<file path="config.mk">
export PLATFORM = sky130hd
export DESIGN_NAME = layer_compositor
export DESIGN_NICKNAME = d
export VERILOG_FILES = /design/src/rtl/gfx_pkg.sv /design/src/rtl/fade_scaler.sv /design/src/rtl/layer_compositor.sv
export SDC_FILE = /design/constraint.sdc
export NUM_CORES = 1
export LEC_CHECK = 0
export BUFFER_PORTS_ARGS = -buffer_cell sky130_fd_sc_hd__buf_2
export CAP_MARGIN = 5
export CORE_MARGIN = 2
export CORE_UTILIZATION = 50
export DETAILED_ROUTE_END_ITERATION = 7
export PLACE_DENSITY = 0.78
export SKIP_CTS_REPAIR_TIMING = 1
export SLEW_MARGIN = 0
export SYNTH_ARGS = -nofsm -noshare
export SYNTH_HDL_FRONTEND = slang
export SYNTH_HIERARCHICAL = 1
export SYNTH_SLANG_ARGS = --single-unit
</file>
<file path="constraint.sdc">
create_clock -name Clk -period 3.88 [get_ports Clk]
set_input_delay 0.776 -clock Clk [delete_from_list [all_inputs] [get_ports Clk]]
set_output_delay 0.776 -clock Clk [all_outputs]
set_load 0.01 [all_outputs]
</file>
<file path="src/rtl/gfx_pkg.sv">
// Shared colour and fade types for the layer compositor.
// Imported by the compositor top and by the testbench.
package gfx_pkg;

   localparam int PKG_COLOR_W = 8;

   typedef struct packed {
      logic [PKG_COLOR_W-1:0] r;
      logic [PKG_COLOR_W-1:0] g;
      logic [PKG_COLOR_W-1:0] b;
   } rgb_t;

   typedef enum logic {
      IDLE,
      FADING
   } fade_state_e;

   localparam rgb_t COLOR_WHITE = '{r: '1, g: '1, b: '1};
   localparam rgb_t COLOR_BLACK = '{r: '0, g: '0, b: '0};

endpackage

</file>
<file path="src/rtl/fade_scaler.sv">
// Per-channel brightness scaler: (c * level) >> FADE_SHIFT.
// Text pixels pass through untouched so they stay legible.
module fade_scaler #(
   parameter int COLOR_W    = 8,
   parameter int FADE_SHIFT = 4
) (
   input  logic [COLOR_W-1:0]  c_in,
   input  logic [FADE_SHIFT:0] level,
   input  logic                bypass,
   output logic [COLOR_W-1:0]  c_out
);

   localparam int PROD_W = COLOR_W + FADE_SHIFT + 1;

   logic [PROD_W-1:0] prod;

   // multiply, truncate the fraction, or bypass for text
   always_comb begin
      prod  = PROD_W'(c_in) * PROD_W'(level);
      c_out = bypass ? c_in : COLOR_W'(prod >> FADE_SHIFT);
   end

endmodule

</file>
<file path="src/rtl/layer_compositor.sv">
// Fixed-priority layer compositor with hit-flash and fade engine.
// Two-stage pipeline: select/flash, then fade scaling and blanking.
module layer_compositor
   import gfx_pkg::*;
#(
   parameter int N_LAYERS     = 4,
   parameter int COLOR_W      = 8,
   parameter int FADE_SHIFT   = 4,
   parameter int FLASH_FRAMES = 8
) (
   input  logic                            Clk,
   input  logic                            Reset_n,
   input  logic                            frame_start,
   input  logic                            pix_valid,
   input  logic [N_LAYERS-1:0]             layer_on,
   input  logic [N_LAYERS*3*COLOR_W-1:0]   layer_rgb,
   input  logic [3*COLOR_W-1:0]            bg_rgb,
   input  logic                            text_on,
   input  logic [3*COLOR_W-1:0]            text_rgb,
   input  logic [N_LAYERS-1:0]             flash_req,
   input  logic                            fade_start,
   input  logic                            fade_dir,
   output logic [COLOR_W-1:0]              VGA_R,
   output logic [COLOR_W-1:0]              VGA_G,
   output logic [COLOR_W-1:0]              VGA_B,
   output logic                            out_valid,
   output logic                            fade_busy,
   output logic                            fade_done
);

   localparam int PIX_W = 3 * COLOR_W;
   localparam int LVL_W = FADE_SHIFT + 1;
   localparam int FL_W  = $clog2(FLASH_FRAMES + 1);
   localparam logic [LVL_W-1:0] LVL_FULL = LVL_W'(1 << FADE_SHIFT);
   localparam logic [PIX_W-1:0] WHITE = {PIX_W{1'b1}};

   fade_state_e state_q, state_d;
   logic [LVL_W-1:0] level_q, level_d;
   logic dir_q, dir_d;
   logic done_q, done_d;

   logic [N_LAYERS-1:0][FL_W-1:0] flash_q, flash_d;

   logic [PIX_W-1:0] col1_q, col1_d;
   logic txt1_q, txt1_d;
   logic vld1_q, vld1_d;

   logic [PIX_W-1:0] scaled;
   logic [PIX_W-1:0] pix2_q, pix2_d;
   logic vld2_q, vld2_d;

   // stage 1: text > layer 0 > ... > layer N-1 > background
   always_comb begin
      col1_d = bg_rgb;
      txt1_d = 1'b0;
      vld1_d = pix_valid;
      for (int i = N_LAYERS - 1; i >= 0; i--) begin
         if (layer_on[i]) begin
            col1_d = flash_q[i][0] ? WHITE : layer_rgb[i*PIX_W +: PIX_W];
         end
      end
      if (text_on) begin
         col1_d = text_rgb;
         txt1_d = 1'b1;
      end
   end

   // flash counters: request (re)loads, frame start counts down to 0
   always_comb begin
      flash_d = flash_q;
      for (int i = 0; i < N_LAYERS; i++) begin
         if (flash_req[i]) begin
            flash_d[i] = FL_W'(FLASH_FRAMES);
         end else if (frame_start && flash_q[i] != '0) begin
            flash_d[i] = flash_q[i] - 1'b1;
         end
      end
   end

   // fade FSM: launch sets the start level, each frame steps once
   always_comb begin
      state_d = state_q;
      level_d = level_q;
      dir_d   = dir_q;
      done_d  = 1'b0;
      unique case (state_q)
         IDLE: begin
            if (fade_start) begin
               dir_d   = fade_dir;
               level_d = fade_dir ? LVL_FULL : '0;
               state_d = FADING;
            end
         end
         FADING: begin
            if (frame_start) begin
               level_d = dir_q ? level_q - 1'b1 : level_q + 1'b1;
               if (level_d == (dir_q ? '0 : LVL_FULL)) begin
                  state_d = IDLE;
                  done_d  = 1'b1;
               end
            end
         end
      endcase
   end

   fade_scaler #(.COLOR_W(COLOR_W), .FADE_SHIFT(FADE_SHIFT)) u_scale_r (
      .c_in   (col1_q[2*COLOR_W +: COLOR_W]),
      .level  (level_q),
      .bypass (txt1_q),
      .c_out  (scaled[2*COLOR_W +: COLOR_W])
   );

   fade_scaler #(.COLOR_W(COLOR_W), .FADE_SHIFT(FADE_SHIFT)) u_scale_g (
      .c_in   (col1_q[COLOR_W +: COLOR_W]),
      .level  (level_q),
      .bypass (txt1_q),
      .c_out  (scaled[COLOR_W +: COLOR_W])
   );

   fade_scaler #(.COLOR_W(COLOR_W), .FADE_SHIFT(FADE_SHIFT)) u_scale_b (
      .c_in   (col1_q[0 +: COLOR_W]),
      .level  (level_q),
      .bypass (txt1_q),
      .c_out  (scaled[0 +: COLOR_W])
   );

   // stage 2: blank outside the visible area
   always_comb begin
      pix2_d = vld1_q ? scaled : '0;
      vld2_d = vld1_q;
   end

   // pipeline registers
   always_ff @(posedge Clk or negedge Reset_n) begin
      if (!Reset_n) begin
         col1_q <= '0;
         txt1_q <= 1'b0;
         vld1_q <= 1'b0;
         pix2_q <= '0;
         vld2_q <= 1'b0;
      end else begin
         col1_q <= col1_d;
         txt1_q <= txt1_d;
         vld1_q <= vld1_d;
         pix2_q <= pix2_d;
         vld2_q <= vld2_d;
      end
   end

   // fade and flash state; reset returns to full brightness
   always_ff @(posedge Clk or negedge Reset_n) begin
      if (!Reset_n) begin
         state_q <= IDLE;
         level_q <= LVL_FULL;
         dir_q   <= 1'b0;
         done_q  <= 1'b0;
         flash_q <= '0;
      end else begin
         state_q <= state_d;
         level_q <= level_d;
         dir_q   <= dir_d;
         done_q  <= done_d;
         flash_q <= flash_d;
      end
   end

   assign VGA_R     = pix2_q[2*COLOR_W +: COLOR_W];
   assign VGA_G     = pix2_q[COLOR_W +: COLOR_W];
   assign VGA_B     = pix2_q[0 +: COLOR_W];
   assign out_valid = vld2_q;
   assign fade_busy = (state_q == FADING);
   assign fade_done = done_q;

endmodule

</file>
==> results of run 1 <==
[Yosys cell counts, types with 20 or more instances]
cell type	number	area share (%)
xnor2_1	20	2.3
o31ai_1	26	2.6
nand2_1	70	3.4
dfrtp_1	74	24
fa_1	49	13
inv_1	88	4.3
and2_1	94	7.7
nor2_1	22	1.1
ha_1	66	11
nand2b_1	29	2.4
a31oi_1	25	2.1
o221ai_1	24	2.8
o21ai_0	35	2.3
[sequential cells by signal, summed over array words and instances, names as in the netlist]
name       count
col1_q        24
pix2_q        24
flash_q       16
level_q        5
dir_q          1
fade_busy      1
fade_done      1
out_valid      1
txt1_q         1
vld1_q         1
[metrics by stage]
step           hold slack, ns  TNS (ns)  cells
2_1_floorplan           0.419   -0.0646    822
3_5_place_dp            0.501     -1.50   1208
6_report                0.517     -1.08   1236
5_1_grt                 0.529     -3.67   1236
4_1_cts                 0.519     -1.74   1224
3_3_place_gp            0.499    -0.416   1208
[worst paths after layout]
check	cells after the start	endpoint
min reg2reg	2	flash_q[11]
max in group asynchronous	1	pix2_q[8]
max	15	pix2_q[23]
max reg2reg	15	pix2_q[23]
min	2	flash_q[11]
min in group asynchronous	1	col1_q[5]
[metal layers]
layer  global-route usage, %  vias to the layer above  share of wire, %
li1                        -                     3294                 -
met1                    34.4                     3409                43
met2                    44.7                      240                49
met3                    4.56                       32               5.7
met4                    11.1                        0               2.9
met5                       0                        -                 0
[logic make-up (layout without fill, tap and decap cells)]
logic type,Yosys count,after routing,synth area share (%)
AND/OR/NAND/NOR,259,259,18.4
XOR/XNOR,40,40,4.96
multiplexers,8,8,1.25
adder cells (fa/ha/maj),115,115,23.7
buffers and inverters,123,349,6.96
AO/OA/AOI/OAI,202,202,20.0
flip-flops,75,75,24.6
[cell type report]
class	instances	area, sq um
Clock buffer	9	225
Clock inverter	7	65.1
Fill cell	1233	5340
Inverter	88	330
Multi-Input combinational cell	624	5550
Sequential cell	75	1880
Tap cell	188	235
Timing Repair Buffer	245	1410
[critical path, cell delays in order (launching register included)]
cell	delay [ns]
dfstp_4	0.68
buf_6	0.12
and2_4	0.13
fa_1	0.43
fa_1	0.51
inv_2	0.04
fa_1	0.55
inv_2	0.05
ha_4	0.21
nand4_1	0.14
o22ai_2	0.13
a211o_4	0.37
buf_4	0.14
a211oi_2	0.19
a311oi_1	0.06
and2_1	0.17
==> results.py, run 1 <==
metrics = {
    "yosys": {
        "ys_ff_latch": 75,
        "avgSynthCellArea_sq_um": 9.27,
        "yosysSeqAreaShare_pct": 24.6,
        "syn-cell-area_sq_um": 7620,
        "synthCells": 822,
        "synthArstFlopShare_pct": 100,
        "syn-num-nets": 1096,
        "synth_edf_count": 0,
        "synth_flop_cell": "dfrtp_1",
        "yosysUniqueCellTypes": 64,
        "yosysWarnings": 6,
    },
    "detailed_routing": {
        "ant_nets": 0,
        "avgViaCountPerCell": 5.64,
        "avgRoutedWirePerCell_microns": 17.4,
        "drtIter0Drc": 388,
        "drcViolationCount": 0,
        "firstDrtPassIters": 5,
        "route.vias.total": 6975,
        "wl_microns": 21500,
    },
    "placement": {
        "place_area_sq_um": 9070,
        "portBuffers": 185,
        "pre_cts_ws_ns": -0.245,
        "dpl.hpwl_microns": 16400,
        "gp_congestion": 0.886,
    },
    "flow_run": {
        "maxCapViolCount": 0,
    },
    "sta": {
        "fmax_mhz": 248,
        "worst_slew_pin_slew_ns": 0.942,
        "rsz0062_at_grt": "yes",
        "setup_slack_ns": -0.148,
        "period_share_pct": 104,
        "hold_viol": 0,
        "final.min_clock_period_ns": 4.03,
        "finClkSkew_ns": 0.00689,
        "finalSetupViolCount": 14,
        "drv_slew": 0,
        "slew_headroom_pct": 37.2,
    },
    "die": {
        "num_rows": 45,
        "die_area_sq_um": 16200,
        "die_x_microns": 127,
        "initial_core_util_pct": 50.7,
        "die_h_microns": 127,
        "boundaryPins": 186,
        "core_area_sq_um": 15000,
    },
    "final_layout": {
        "most-common-layout-cells": "184 x buf_2, 84 x and2_1, 78 x inv_1",
        "fin_nets": 1317,
        "syn_to_final_growth_pct": 27.2,
        "antenna_cells": 0,
        "layout-drive-gt1-share_pct": 34.0,
        "layout_commonest_cell": "buf_2",
        "fin_util_pct": 64.5,
        "stdcell_area_sq_um": 9700,
    },
    "setup_path": {
        "critPathLaunchType": "flop",
        "reg2reg_slack_ns": -0.15,
        "crit_arrival_ns": 4.27,
        "crit_type": "flop to flop",
        "cp_max_fo": 8,
        "worst_setup_path_end_kind": "flop",
        "cp.required_ns": 4.12,
        "startpoint": "level_q[4]",
        "rr_startpoint": "level_q[4]",
    },
    "global_route": {
        "grt_pass1_vias": 7041,
        "grt_pass1_wl_microns": 34400,
        "grt_overflow": 0,
        "grt_max_degree": 76,
        "grt.total_usage_pct": 26.7,
        "antenna_found_initial": 0,
    },
    "cts": {
        "cts_max_path_buffers": 2,
        "cts_htree_levels": 3,
        "cts_buffers": 9,
        "path_clk_slew_ns": 0.07,
        "cts_tree": "done",
        "ctsRootBufferMaster": "clkbuf_16",
        "clock_latency_ns": 0.35,
        "cts.sinks": 75,
    },
    "hold_path": {
        "worstHoldStart": "flash_q[11]",
        "hold_class": "flop to flop",
    },
    "run_status": {
        "violations": "setup timing",
        "status": "finished, violations left",
    },
}
Power of run 1 is left out: the tool's default activity adds up to more than one toggle a clock period on the data nets, which glitch-free logic cannot reach.
==> inputs of run 2 (changes only) <==
--- a/config.mk
+++ b/config.mk
@@ -10,7 +10,9 @@
 export CORE_MARGIN = 2
 export CORE_UTILIZATION = 50
 export DETAILED_ROUTE_END_ITERATION = 7
+export HOLD_SLACK_MARGIN = 0.08
 export PLACE_DENSITY = 0.78
+export RECOVER_POWER = 50
 export SKIP_CTS_REPAIR_TIMING = 1
 export SLEW_MARGIN = 0
 export SYNTH_ARGS = -nofsm -noshare
==> run 2 against run 1 <==
Against the previous run: the flow finishes with violations (capacitance limit, slew limit, setup timing); maximum frequency hardly changed; hold slack about the same; cell count stayed put; global-route usage unchanged.
==> results.py, run 2 (same netlist as run 1, synthesis figures left out) <==
metrics = {
    "run_status": {
        "status": "finished, violations left",
        "violations": "capacitance limit, slew limit, setup timing",
    },
    "die": {
        "die_x_microns": 127,
        "initial_core_util_pct": 50.7,
        "die_area_sq_um": 16200,
        "boundaryPins": 186,
        "num_rows": 45,
        "die_h_microns": 127,
        "core_area_sq_um": 15000,
    },
    "setup_path": {
        "crit_type": "flop to flop",
        "cp.required_ns": 4.12,
        "cp_top_family": "adder cells",
        "endpoint": "pix2_q[23]",
        "reg2reg_slack_ns": -0.15,
        "cp_max_fo": 8,
        "startpoint": "level_q[4]",
        "critPathLaunchType": "flop",
        "worst_setup_path_end_kind": "flop",
        "rr_startpoint": "level_q[4]",
        "critPathSlowestCell": "dfstp_4",
        "cp_num_buf_inv": 4,
        "crit_arrival_ns": 4.27,
        "max_stage_delay_ns": 0.68,
        "critical_path_depth": 15,
        "path_cells": "buf_6, and2_4, fa_1, fa_1, inv_2, fa_1, inv_2, ha_4, nand4_1, o22ai_2, a211o_4, buf_4, a211oi_2, a311oi_1, and2_1",
        "worst_path_most_repeated_cell": "fa_1",
        "rr_worst_depth": 15,
        "r2r_end": "pix2_q[23]",
    },
    "final_layout": {
        "top_regs": "col1_q (24), pix2_q (24), flash_q (16)",
        "layout-drive-gt1-share_pct": 33.9,
        "fill_cells": 1232,
        "syn_to_final_growth_pct": 27.2,
        "most-common-layout-cells": "183 x buf_2, 84 x and2_1, 78 x inv_1",
        "antenna_cells": 0,
        "fin_nets": 1317,
        "seq_area_sq_um": 1880,
        "layout_commonest_cell": "buf_2",
        "stdcell_area_sq_um": 9690,
        "multi_input_area_sq_um": 5550,
    },
    "detailed_routing": {
        "avgViaCountPerCell": 5.64,
        "drcViolationCount": 0,
        "avgRoutedWirePerCell_microns": 17.4,
        "firstDrtPassIters": 5,
        "drtIter0Drc": 388,
        "ant_nets": 0,
        "wl_microns": 21500,
        "route.vias.total": 6967,
    },
    "sta": {
        "setup_slack_ns": -0.151,
        "slew_headroom_pct": -23.0,
        "hold_viol": 0,
        "fin_tns_setup_ns": -1.12,
        "fmax_mhz": 248,
        "worst_slew_pin_slew_ns": 1.85,
        "period_share_pct": 104,
        "finClkSkew_ns": 0.00706,
        "final.min_clock_period_ns": 4.03,
        "drv_slew": 76,
        "finalSetupViolCount": 14,
        "rsz0062_at_grt": "yes",
    },
    "global_route": {
        "grt_max_degree": 76,
        "grt_pass1_vias": 7041,
        "grt_overflow": 0,
        "grt_pass1_wl_microns": 34400,
        "grt.total_usage_pct": 26.7,
        "antenna_found_initial": 0,
    },
    "cts": {
        "cts_htree_levels": 3,
        "cts_tree": "done",
        "cts_max_path_buffers": 2,
        "clock_latency_ns": 0.35,
        "path_clk_slew_ns": 0.07,
        "cts.sinks": 75,
        "ctsRootBufferMaster": "clkbuf_16",
        "cts_buffers": 9,
    },
    "placement": {
        "dpl.hpwl_microns": 16400,
        "place_area_sq_um": 9070,
        "portBuffers": 185,
        "gp_congestion": 0.886,
    },
    "flow_run": {
        "maxCapViolCount": 1,
    },
    "hold_path": {
        "hold_class": "flop to flop",
        "holdPathStages": 2,
    },
}
run 2: through the flow:
stage	std cells	utilization, %	setup WS [ns]	hold slack (ns)
after floorplan	822	-	-0.0348	0.419
after global placement	1208	60.3	-0.0975	0.499
after detailed placement	1208	60.3	-0.245	0.501
after CTS	1224	62.3	-0.261	0.519
after global routing	1236	64.5	-0.313	0.529
final	1236	64.5	-0.151	0.517
run 2: worst min path at each step:
stage                  endpoint  slack, ns         from
floorplan             out_valid       0.42       vld1_q
global placement     flash_q[7]       0.50   flash_q[7]
detailed placement  flash_q[11]       0.50  flash_q[11]
CTS                      vld1_q       0.52    pix_valid
global route             vld1_q       0.53    pix_valid
finish              flash_q[11]       0.52  flash_q[11]
run 2: final cells by class:
| cell class | instances | area share, % |
|---|---|---|
| Multi-Input combinational cell | 624 | 57.3 |
| Sequential cell | 75 | 19.4 |
| Timing Repair Buffer | 245 | 14.5 |
| Inverter | 88 | 3.41 |
| Tap cell | 188 | 2.43 |
| Clock buffer | 9 | 2.32 |
| Clock inverter | 7 | 0.671 |
run 2: worst min-delay path, delay by kind of cell, from the launching register on:
family           cells  cell delay [ns]
flip-flops           1             0.35
XOR/XNOR             1             0.07
AND/OR/NAND/NOR      1             0.06
run 2: layer usage:
metal	global-route usage [%]	wire length [microns]	vias up
met1	34.4	9170	3411
li1	-	-	3294
met5	0	0	-
met3	4.56	1220	31
met2	44.7	10500	231
met4	11.1	622	0
Power of run 2 is left out for the same reason.
==> inputs of run 3 (changes only) <==
--- a/config.mk
+++ b/config.mk
@@ -13,7 +13,6 @@
 export HOLD_SLACK_MARGIN = 0.08
 export PLACE_DENSITY = 0.78
 export RECOVER_POWER = 50
-export SKIP_CTS_REPAIR_TIMING = 1
 export SLEW_MARGIN = 0
 export SYNTH_ARGS = -nofsm -noshare
 export SYNTH_HDL_FRONTEND = slang
==> constraint.sdc (replaced) <==
create_clock -name Clk -period 3.88 [get_ports Clk]
set_input_delay 0.97 -clock Clk [delete_from_list [all_inputs] [get_ports Clk]]
set_output_delay 0.97 -clock Clk [all_outputs]
set_load 0.01 [all_outputs]
==> run 3 against run 2 <==
Against the previous run: critical path depth fell by 2; via count rose by 1.0%; sequential share of layout area fell by 0.10 points; critical endpoint is now pix2_q[15]; utilization rose by 0.35 points; register-to-register slack got worse by 0.02 ns; count of clock-buffer cells in the layout rose by 1; worst setup slack got worse by 0.015 ns; non-clock buffer count rose by 8; clock skew rose by 0.0036 ns; the run still ends with capacitance limit, slew limit, setup timing left; critical path type unchanged.
==> results.py, run 3 (same netlist as run 1, synthesis figures left out) <==
metrics = {
    "sta": {
        "final.min_clock_period_ns": 4.05,
        "fmax_mhz": 247,
        "rsz0062_at_grt": "yes",
        "hold_viol": 0,
        "setup_slack_ns": -0.166,
        "slew_headroom_pct": -24.3,
        "finalSetupViolCount": 13,
        "finClkSkew_ns": 0.0106,
        "period_share_pct": 104,
        "drv_slew": 76,
        "worst_slew_pin_slew_ns": 1.86,
    },
    "cts": {
        "cts_htree_levels": 3,
        "cts_buffers": 9,
        "path_clk_slew_ns": 0.07,
        "cts_max_path_buffers": 2,
        "ctsRootBufferMaster": "clkbuf_16",
        "clock_latency_ns": 0.36,
        "cts_tree": "done",
        "cts.sinks": 75,
    },
    "detailed_routing": {
        "firstDrtPassIters": 5,
        "ant_nets": 0,
        "avgRoutedWirePerCell_microns": 17.4,
        "drcViolationCount": 0,
        "wl_microns": 21700,
        "route.vias.total": 7040,
        "avgViaCountPerCell": 5.65,
        "drtIter0Drc": 452,
    },
    "final_layout": {
        "stdcell_area_sq_um": 9740,
        "fin_nets": 1325,
        "layout-drive-gt1-share_pct": 33.1,
        "fin_util_pct": 64.8,
        "layout_commonest_cell": "buf_2",
        "layout.cells.non_filler": 1245,
        "syn_to_final_growth_pct": 27.9,
        "top_regs": "col1_q (24), pix2_q (24), flash_q (16)",
        "most-common-layout-cells": "183 x buf_2, 84 x inv_1, 84 x and2_1",
    },
    "die": {
        "core_area_sq_um": 15000,
        "die_h_microns": 127,
        "die_area_sq_um": 16200,
        "initial_core_util_pct": 50.7,
        "boundaryPins": 186,
        "die_x_microns": 127,
        "num_rows": 45,
    },
    "placement": {
        "dpl.hpwl_microns": 16600,
        "portBuffers": 185,
        "gp_congestion": 0.885,
        "placedCellCount": 1209,
        "place_area_sq_um": 9080,
    },
    "setup_path": {
        "critPathLaunchType": "flop",
        "crit_arrival_ns": 4.34,
        "rr_startpoint": "level_q[4]",
        "startpoint": "level_q[4]",
        "worst_setup_path_end_kind": "flop",
        "cp_max_fo": 6,
        "crit_type": "flop to flop",
        "cp.required_ns": 4.17,
    },
    "power": {
        "power_mw": 12.0,
        "vdd_drop_max_uv": 592,
        "p_leak_nw": 4.72,
        "power_density_nw_per_um2": 1230,
    },
    "run_status": {
        "violations": "capacitance limit, slew limit, setup timing",
        "status": "finished, violations left",
    },
    "global_route": {
        "grt.total_usage_pct": 27.4,
        "antenna_found_initial": 1,
        "grt_overflow": 0,
        "grt_pass1_wl_microns": 35200,
        "grt_max_degree": 76,
        "grt_pass1_vias": 7099,
    },
    "flow_run": {
        "maxCapViolCount": 1,
    },
    "hold_path": {
        "worstHoldStart": "flash_q[11]",
        "hold_class": "flop to flop",
    },
}
[run 3: final timing paths]
| check | end | slack, ns | depth (start not counted) |
|---|---|---|---|
| max | pix2_q[15] | -0.17 | 13 |
| min | flash_q[11] | 0.52 | 2 |
| max reg2reg | pix2_q[15] | -0.17 | 13 |
| min reg2reg | flash_q[11] | 0.52 | 2 |
| max in group asynchronous | pix2_q[8] | 1.65 | 1 |
| min in group asynchronous | col1_q[5] | 1.12 | 1 |
[run 3: per-stage QoR]
stage	setup WS, ns	TNS (ns)	hold slack [ns]
finish	-0.166	-1.11	0.523
global route	-0.318	-3.74	0.547
CTS	-0.141	-0.692	0.524
detailed placement	-0.244	-1.45	0.506
global placement	-0.0967	-0.410	0.497
floorplan	-0.0348	-0.0646	0.419
[run 3: cell type report]
type	count	area [sq um]
Multi-Input combinational cell	624	5530
Fill cell	1233	5290
Sequential cell	75	1880
Timing Repair Buffer	253	1460
Inverter	88	330
Tap cell	188	235
Clock buffer	10	229
Clock inverter	6	72.6
Antenna cell	1	2.50
[run 3: critical path, cell delays in order, from the launching register on]
cell and delay, ns:
dfstp_4 0.66, buf_4 0.12, nand2_2 0.04, fa_1 0.48, fa_1 0.51, fa_1 0.53, inv_2 0.05, ha_4 0.23
a21oi_4 0.22, o22ai_2 0.11, a211o_1 0.36, a21o_1 0.24, a311oi_2 0.27, and2_1 0.15
[run 3: what timing repair did]
item                                    CTS  global route
gates resized for setup                  24            19
gates cloned                              0             1
endpoints found under the setup margin   12            18
hold buffers                              0             0
pin swaps                                39            27
setup buffers                            12             6
[run 3: routing by layer]
layer  global-route usage [%]  routed length, microns
met5                        0                       0
met4                     12.9                     868
met3                     4.23                    1280
met2                     45.5                   10500
met1                     35.3                    9100
[run 3: report_power, final]
group	internal [mW]	total, mW	switching [mW]
Sequential	1.00	1.24	0.237
Clock	0.506	0.868	0.362
Combinational	5.02	9.87	4.84
Total	6.53	12.0	5.44
Power figures use the tool's default switching activity.
